==> src/rtl/muldiv_pkg.sv <==
// muldiv_pkg: shared op/state encodings and iteration default for the HI/LO multiply/divide unit
package muldiv_pkg;
    localparam int MD_ITER_DEFAULT = 32;
    typedef enum logic [2:0] {
        MD_MULT  = 3'd0,
        MD_MULTU = 3'd1,
        MD_DIV   = 3'd2,
        MD_DIVU  = 3'd3,
        MD_MTHI  = 3'd4,
        MD_MTLO  = 3'd5
    } md_op_t;
    typedef enum logic [1:0] {
        IDLE = 2'd0,
        MUL  = 2'd1,
        DIV  = 2'd2,
        FIX  = 2'd3
    } md_state_t;
endpackage

==> src/rtl/muldiv_iter.sv <==
// muldiv_iter: 64-bit accumulator with one shift-add multiply step and one restoring divide step per cycle
module muldiv_iter (
    input  logic        clk,
    input  logic        reset,
    input  logic        load,
    input  logic        step_mul,
    input  logic        step_div,
    input  logic [63:0] load_acc,
    input  logic [31:0] load_b,
    output logic [63:0] acc
);
    logic [31:0] b_q;
    logic [32:0] sum, diff;
    logic [63:0] mul_nxt, div_nxt;
    always_comb begin
        sum     = {1'b0, acc[63:32]} + {1'b0, b_q};
        diff    = acc[63:31] - {1'b0, b_q};
        mul_nxt = acc[0] ? {sum, acc[31:1]} : {1'b0, acc[63:1]};
        div_nxt = diff[32] ? {acc[62:0], 1'b0} : {diff[31:0], acc[30:0], 1'b1};
    end
    always_ff @(posedge clk) begin
        if (reset) begin
            acc <= '0;
            b_q <= '0;
        end else if (load) begin
            acc <= load_acc;
            b_q <= load_b;
        end else if (step_mul) begin
            acc <= mul_nxt;
        end else if (step_div) begin
            acc <= div_nxt;
        end
    end
endmodule

==> src/rtl/muldiv_ctrl.sv <==
// muldiv_ctrl: HI/LO multiply/divide sequencer; MULDIV_FAST_MUL_EN selects a single-cycle multiplier
module muldiv_ctrl
    import muldiv_pkg::*;
#(
    parameter int MD_ITER = MD_ITER_DEFAULT
) (
    input  logic        clk,
    input  logic        reset,
    input  logic        start,
    input  logic [2:0]  op,
    input  logic [31:0] a,
    input  logic [31:0] b,
    input  logic        md_use_D,
    output logic        busy,
    output logic        stall_md,
    output logic [31:0] hi,
    output logic [31:0] lo
);
    localparam int CW = $clog2(MD_ITER + 1);
`ifdef MULDIV_FAST_MUL_EN
    localparam md_state_t MUL_NEXT = FIX;
    logic [63:0] ax, bx;
`else
    localparam md_state_t MUL_NEXT = MUL;
`endif
    md_state_t state, state_n;
    logic [CW-1:0] counter;
    logic sgn, is_mul, is_div, dz, accept, load, fix_mul, neg_hi, neg_lo, neg_mul;
    logic [31:0] mag_a, mag_b, res_hi, res_lo;
    logic [63:0] acc, load_acc, res;
    always_comb begin
        sgn    = op == MD_MULT || op == MD_DIV;
        is_mul = op == MD_MULT || op == MD_MULTU;
        is_div = op == MD_DIV || op == MD_DIVU;
        dz     = b == '0;
        accept = start && state == IDLE;
        mag_a  = sgn && a[31] ? -a : a;
        mag_b  = sgn && b[31] ? -b : b;
    end
    always_ff @(posedge clk) begin
        if (reset) state <= IDLE;
        else       state <= state_n;
    end
    always_comb begin
        state_n = state == FIX ? IDLE :
                  (state == MUL || state == DIV) ? (counter == CW'(1) ? FIX : state) :
                  !accept ? IDLE :
                  is_mul ? MUL_NEXT :
                  is_div ? (dz ? FIX : DIV) : IDLE;
    end
    always_comb begin
        busy     = state != IDLE;
        stall_md = md_use_D && (busy || (start && op <= MD_DIVU));
        load     = accept && (is_mul || is_div);
`ifdef MULDIV_FAST_MUL_EN
        ax       = {{32{sgn && a[31]}}, a};
        bx       = {{32{sgn && b[31]}}, b};
        load_acc = is_mul ? ax * bx : dz ? {a, 32'hFFFF_FFFF} : {32'b0, mag_a};
        neg_mul  = 1'b0;
`else
        load_acc = is_div && dz ? {a, 32'hFFFF_FFFF} : {32'b0, mag_a};
        neg_mul  = sgn && (a[31] ^ b[31]);
`endif
        res_hi   = neg_hi ? -acc[63:32] : acc[63:32];
        res_lo   = neg_lo ? -acc[31:0] : acc[31:0];
        res      = fix_mul ? (neg_lo ? -acc : acc) : {res_hi, res_lo};
    end
    // Divide by zero preloads {a, all-ones} with no negation so FIX writes it unchanged
    always_ff @(posedge clk) begin
        if (reset) begin
            hi      <= '0;
            lo      <= '0;
            counter <= '0;
            fix_mul <= 1'b0;
            neg_hi  <= 1'b0;
            neg_lo  <= 1'b0;
        end else begin
            if (load) begin
                counter <= CW'(MD_ITER);
                fix_mul <= is_mul;
                neg_hi  <= is_div && !dz && sgn && a[31];
                neg_lo  <= is_mul ? neg_mul : !dz && sgn && (a[31] ^ b[31]);
            end else if (state == MUL || state == DIV) begin
                counter <= counter - 1'b1;
            end
            if (state == FIX) {hi, lo} <= res;
            else if (accept && op == MD_MTHI) hi <= a;
            else if (accept && op == MD_MTLO) lo <= a;
        end
    end
    muldiv_iter u_iter (
        .clk      (clk),
        .reset    (reset),
        .load     (load),
        .step_mul (state == MUL),
        .step_div (state == DIV),
        .load_acc (load_acc),
        .load_b   (mag_b),
        .acc      (acc)
    );
endmodule

==> config.mk <==
export PLATFORM = sky130hd
export DESIGN_NAME = muldiv_ctrl
export DESIGN_NICKNAME = d
export VERILOG_FILES = /design/src/rtl/muldiv_pkg.sv /design/src/rtl/muldiv_iter.sv /design/src/rtl/muldiv_ctrl.sv
export SDC_FILE = /design/constraint.sdc
export NUM_CORES = 1
export LEC_CHECK = 0
export ABC_AREA = 1
export BUFFER_PORTS_ARGS = -buffer_cell sky130_fd_sc_hd__buf_2
export CAP_MARGIN = 10
export CORE_UTILIZATION = 40
export DETAILED_ROUTE_END_ITERATION = 7
export PLACE_DENSITY = 0.64
export SYNTH_ARGS = -nofsm -noshare
export SYNTH_HDL_FRONTEND = slang
export SYNTH_SLANG_ARGS = --single-unit
==> constraint.sdc <==
create_clock -name clk -period 2.3 [get_ports clk]
set_input_delay 0 -clock clk [delete_from_list [all_inputs] [get_ports clk]]
set_output_delay 0 -clock clk [all_outputs]
set_load 0.02 [all_outputs]
After elaboration in Yosys (flattened, before gate mapping)
Index checks and enable logic that the tools add are counted.
{"block": "totals", "latchBits": 0, "mem_bits_ro": 0, "output_inout_bits": 66, "ff_bits": 171, "mem_count": 0, "wordCells": 90, "ramBits": 0, "input_bits": 71}
{"block": "classes", "reduce_logical": 33, "n_eq_ne": 11, "n_shift": 0, "n_mux": 26, "magnitude_cmp": 1, "add_sub_neg": 8, "bitwise_logic": 1, "multipliers": 0, "n_div": 0}
{"operator": "two-way mux 64 bit", "count": 8}
{"operator": "two-way mux 32 bit", "count": 9}
{"operator": "negation 32 bit", "count": 4}
{"operator": "negation 64 bit", "count": 1}
{"operator": "adder 32 x 32 -> 33 bit", "count": 1}
{"operator": "subtractor 33 x 32 -> 33 bit", "count": 1}
{"operator": "zero test 32 bit", "count": 1}
{"operator": "logical AND 1 bit", "count": 15}
{"operator": "two-way mux 6 bit", "count": 2}
{"operator": "two-way mux 2 bit", "count": 5}
{"operator": "nonzero test 2 bit", "count": 4}
{"operator": "== test 3 x 2 -> 1 bit, second input constant", "count": 2}
{"operator": "== test 3 bit, second input constant", "count": 2}
{"operator": "== test 6 x 1 -> 1 bit, second input constant", "count": 1}
{"operator": "logical OR 1 bit", "count": 6}
{"operator": "subtractor 6 x 1 -> 6 bit, second input constant", "count": 1}
{"operator": "== test 2 bit, second input constant", "count": 2}
{"operator": "OR reduction 2 bit", "count": 2}
{"operator": "== test 3 x 1 -> 1 bit, second input constant", "count": 1}
{"operator": "less-or-equal comparator 3 x 2 -> 1 bit, second input constant", "count": 1}
{"operator": "zero test 3 bit", "count": 1}
{"operator": "nonzero test 3 bit", "count": 1}
{"operator": "== test 2 x 1 -> 1 bit, second input constant", "count": 1}
{"operator": "zero test 2 bit", "count": 1}
{"operator": "other kinds (6)", "count": 7}

Longest topological paths before layout
{"block": "depth", "depth_word": 6, "depth_mapped": 20, "mapped_depth_nobuf": 19}

Hierarchy
From an unflattened synthesis, not the netlist that was laid out.
{"block": "unflattened", "hier_cells": 3239, "area_unflattened_um2": 18561.6}
{"mod": "muldiv_iter", "area_each_um2": 10639.0, "cells_each": 1844, "seq_area_each_um2": 1921.8, "n_inst": 1}
{"mod": "muldiv_ctrl", "area_each_um2": 7922.6, "cells_each": 1395, "seq_area_each_um2": 1501.4, "n_inst": 1}

Worst setup path before layout
OpenSTA, ideal clock, no wires.
{"block": "synth_timing", "path_type": "flip-flop to flip-flop", "from": "reg u_iter.acc[31]", "to": "reg u_iter.acc[61]", "n_path_buf": 1, "stages_incl_launch_ff": 21, "required_ps": 2162, "setup_time_ps": 138, "period_less_slack_ps": 2458, "slack_ps": -158, "arrival_time_ps": 2321, "cell_sequence": "dfxtp_1 inv_1 ha_1 fa_1 inv_1 nand3_1 nand2_2 nand2_1 nand2_2 nand2_1 nand2_2 nand2_2 nand2_1 nand2_1 nand2_2 buf_6 nand3_1 nand2_1 nand2_1 nand2_1 a21oi_2"}
{"block": "synth_via", "elab_chain_len": 5}
{"element": "start, declared", "line": "muldiv_iter.sv:10", "text": "output logic [63:0] acc"}
{"element": "start signal, assigned", "line": "muldiv_iter.sv:26", "text": "acc <= load_acc;"}
{"element": "start signal, assigned", "line": "muldiv_iter.sv:29", "text": "acc <= mul_nxt;"}
{"element": "start signal, assigned", "line": "muldiv_iter.sv:31", "text": "acc <= div_nxt;"}
{"element": "subtractor 33 x 32 -> 33 bit", "line": "muldiv_iter.sv:17", "text": "diff = acc[63:31] - {1'b0, b_q};"}
{"element": "two-way mux 64 bit", "line": "muldiv_iter.sv:19", "text": "div_nxt = diff[32] ? {acc[62:0], 1'b0} : {diff[31:0], acc[30:0], 1'b1};"}
{"element": "two-way mux 64 bit", "line": "muldiv_iter.sv:30", "text": "end else if (step_div) begin"}
{"element": "two-way mux 64 bit", "line": "muldiv_iter.sv:28", "text": "end else if (step_mul) begin"}
{"element": "two-way mux 64 bit", "line": "muldiv_iter.sv:25", "text": "end else if (load) begin"}
Every way passes these cells. The select of a mux whose other input is x is not followed.
A chain may end at the register's enable or synchronous reset.

Worst setup path after layout
{"block": "layout_timing", "from": "reg u_iter.acc[31]", "to": "reg u_iter.acc[47]"}
The elaborated chain is that of the path after synthesis.

==> results.py <==
metrics = {
    "clocking": {
        "clock_sinks": 171,
        "clk_pin_slew_ns": 0.08,
        "cts_made_buffers": 17,
        "htreeDepth": 4,
        "cts_root_buf": "clkbuf_16",
        "clk_path_buf_depth": 2,
        "cts_tree": "done",
        "clk_latency_ns": 0.53,
    },
    "power": {
        "power_frac_seq_pct": 13.4,
        "powerDensity_nw_per_um2": 1300,
        "power_mw": 32.7,
        "switching_share_pct": 54.4,
        "intPower_mw": 14.9,
        "irDropWorstVdd_mv": 0.737,
        "p_leak_nw": 12.5,
        "p_switching_mw": 17.8,
        "combPwrFrac_pct": 77.0,
        "clkPwrFrac_pct": 9.6,
    },
    "place": {
        "portBuffers": 136,
        "dp_hpwl_um": 74000,
        "place_area_um2": 22800,
        "placed_cells": 4363,
        "gp_congestion": 1.11,
    },
    "critical_path": {
        "crit_required_ns": 2.70,
        "cpMaxStageDelayCell": "fa_2",
        "crit_fanout": 8,
        "cp_common_cell": "nand2_4",
        "startpoint_type": "flop",
        "max_stage_delay_ns": 0.41,
        "cp.arrival_ns": 2.89,
        "path_cells": "inv_2 -> ha_4 -> fa_2 -> inv_2 -> nand3_2 -> nand2_2 -> nand2_2 -> nand2_4 -> nand2_4 -> nand2_4 -> nand2_4 -> nand2_4 -> nand2_4 -> nand2_8 -> clkbuf_16 -> nand2_2 -> nand3_2 -> nand2_1 -> nand2_1 -> a21oi_2",
        "crit_type": "flop to flop",
        "endpoint_kind": "flop",
    },
    "timing": {
        "whs_ns": 0.0330,
        "hold_viol": 0,
        "min_period_ns": 2.50,
        "setup_viol": 33,
        "max_freq_ghz": 0.400,
        "slew_violations": 0,
        "fin_ws_ns": -0.197,
        "max_slew.worst_pin.slew_ns": 0.820,
        "rsz0062_at_grt": "true",
        "finalClockSkew_ns": 0.0291,
        "slew_headroom_pct": 45.3,
        "period_share_pct": 109,
    },
    "cells_and_area": {
        "final_nets": 4005,
        "final_cell_area_um2": 25200,
        "drive_gt1_share_pct": 24.1,
        "postLayoutCoreUtil_pct": 55.5,
        "area_delta_synth_final_pct": 37.1,
        "mostFrequentLayoutCell": "nand2_1",
        "layout_common_cells": "nand2_1, inv_1, buf_4",
        "layout.cells.non_filler": 4473,
        "n_fill_cell": 4624,
    },
    "routing": {
        "vias_per_cell": 5.54,
        "drt_iter0_drc": 3448,
        "routedWlPerCell_um": 20.8,
        "wirelength_um": 93100,
        "ant_nets": 0,
        "first_pass_iters": 6,
        "vias": 24800,
        "drc_errors": 0,
    },
    "yosys": {
        "yosysSeqAreaShare_pct": 18.7,
        "ys_ff_latch": 171,
        "synth_cell_types": 56,
        "async_reset_ff_share_pct": 0,
        "synth_flop_cell": "dfxtp_1",
        "netlist_instances": 3307,
        "ys_warn_count": 0,
        "synth_top_area_cell": "nand2_1",
        "synth.area.top_cells": "nand2_1, dfxtp_1, inv_1, nand3_1, nor2_1",
        "syn_area_per_cell_um2": 5.55,
        "synth_edf_count": 0,
        "syn_area_um2": 18300,
        "yosysTopAreaCellShare_pct": 20.7,
        "synth_nets": 3454,
    },
    "job": {
        "drv_cap": 0,
    },
    "run_status": {
        "status": "complete, but fails checks",
        "violations": "setup timing",
    },
    "global_routing": {
        "grt_max_degree": 75,
        "groute.usage.overall_pct": 38.7,
        "grt_pass1_wl_um": 136000,
        "antenna_found_initial": 1,
        "grt_pass1_vias": 22000,
        "overflow": 0,
    },
    "worst_hold_path": {
        "min_path_type": "primary input to flop",
    },
    "floorplan": {
        "die_w_um": 216,
        "die-area_um2": 46700,
        "rows": 78,
        "dieHeight_um": 216,
        "start_util_pct": 40.5,
        "io_pins": 137,
        "design.core.area_um2": 45300,
    },
}
path summary, 6_finish.rpt:
path	start	endpoint	slack [ns]	cells after the start
worst min register to register	counter[2]$_SDFFE_PP0N_	counter[2]$_SDFFE_PP0N_	0.48	2
worst max register to register	u_iter.acc[31]$_SDFFE_PP0P_	u_iter.acc[47]$_SDFFE_PP0P_	-0.20	20
worst min-delay path	a[13]	u_iter.acc[45]$_SDFFE_PP0P_	0.03	5
worst max-delay path	u_iter.acc[31]$_SDFFE_PP0P_	u_iter.acc[47]$_SDFFE_PP0P_	-0.20	20
kinds of logic after synthesis:
| group | after synthesis | share of synthesized area [%] |
|---|---|---|
| simple gates | 1756 | 40.6 |
| buf+inv | 637 | 13.5 |
| compound gates | 586 | 18.1 |
| flops | 171 | 18.7 |
| xor+xnor | 81 | 3.87 |
| fa+ha+maj | 76 | 5.27 |
power groups by stage:
stage	registers, mW	logic, mW	clock network [mW]
final	4.38	25.2	3.12
after global routing	4.41	27.0	3.22
after CTS	4.28	22.4	3.13
after detailed placement	4.27	21.6	0
after global placement	4.26	21.5	0
after floorplan	4.18	12.0	0
registers in the layout (all words and copies together), names as in the netlist:
register	count
u_iter.acc	64
hi	32
lo	32
u_iter.b_q	32
counter	6
state	2
fix_mul	1
neg_hi	1
neg_lo	1
cell usage after synthesis (18+ instances only):
cell	number
inv_1	496
nand4_1	46
nor2_1	302
a21oi_1	214
o21ai_0	209
a21oi_2	18
nand3_1	268
o211ai_1	42
dfxtp_1	171
nand2_1	1011
clkbuf_1	83
nor3_1	38
buf_1	18
xor2_1	69
a31oi_1	42
nand2_2	19
ha_1	74
what timing repair did:
| item | in CTS | in global routing |
|---|---|---|
| gates cloned | 0 | 6 |
| endpoints found under the hold margin | 61 | 0 |
| endpoints found under the setup margin | 38 | 107 |
| buffers inserted | 9 | 9 |
| resized for setup | 94 | 144 |
| hold buffers | 52 | 0 |
| pin swaps | 12 | 33 |
area by class of cell:
cell class	count	area [um^2]	share of cell area (%)
clock buffers	18	439	1.75
inverters	511	1930	7.68
repair buffers	658	5000	19.9
well taps	600	751	2.98
clock inverters	14	148	0.587
diodes	2	5.00	0.0199
flip-flops and latches	171	3460	13.8
multi-input cells	2499	13400	53.4
through the flow:
stage               TNS, ns  worst slack (ns)
floorplan                 0            0.0111
global placement      -4.00            -0.227
detailed placement    -5.51            -0.189
CTS                   -1.40           -0.0720
global route          -7.95            -0.272
finish                -4.83            -0.197
worst max-delay path, delay by kind of cell (launching register included):
kind,cells,cell delay [ns]
fa+ha+maj,2,0.57
buf+inv,3,0.32
flops,1,0.34
simple gates,14,1.12
compound gates,1,0.05
metal layers:
metal  share of wire [%]  wire, um  global-route usage [%]
met5                   0         0                       0
met4                 4.7      4410                    17.2
met3                  12     11200                    10.6
met2                  42     39000                    57.5
met1                  41     38500                    51.9
(Power assumes the default switching activity.)
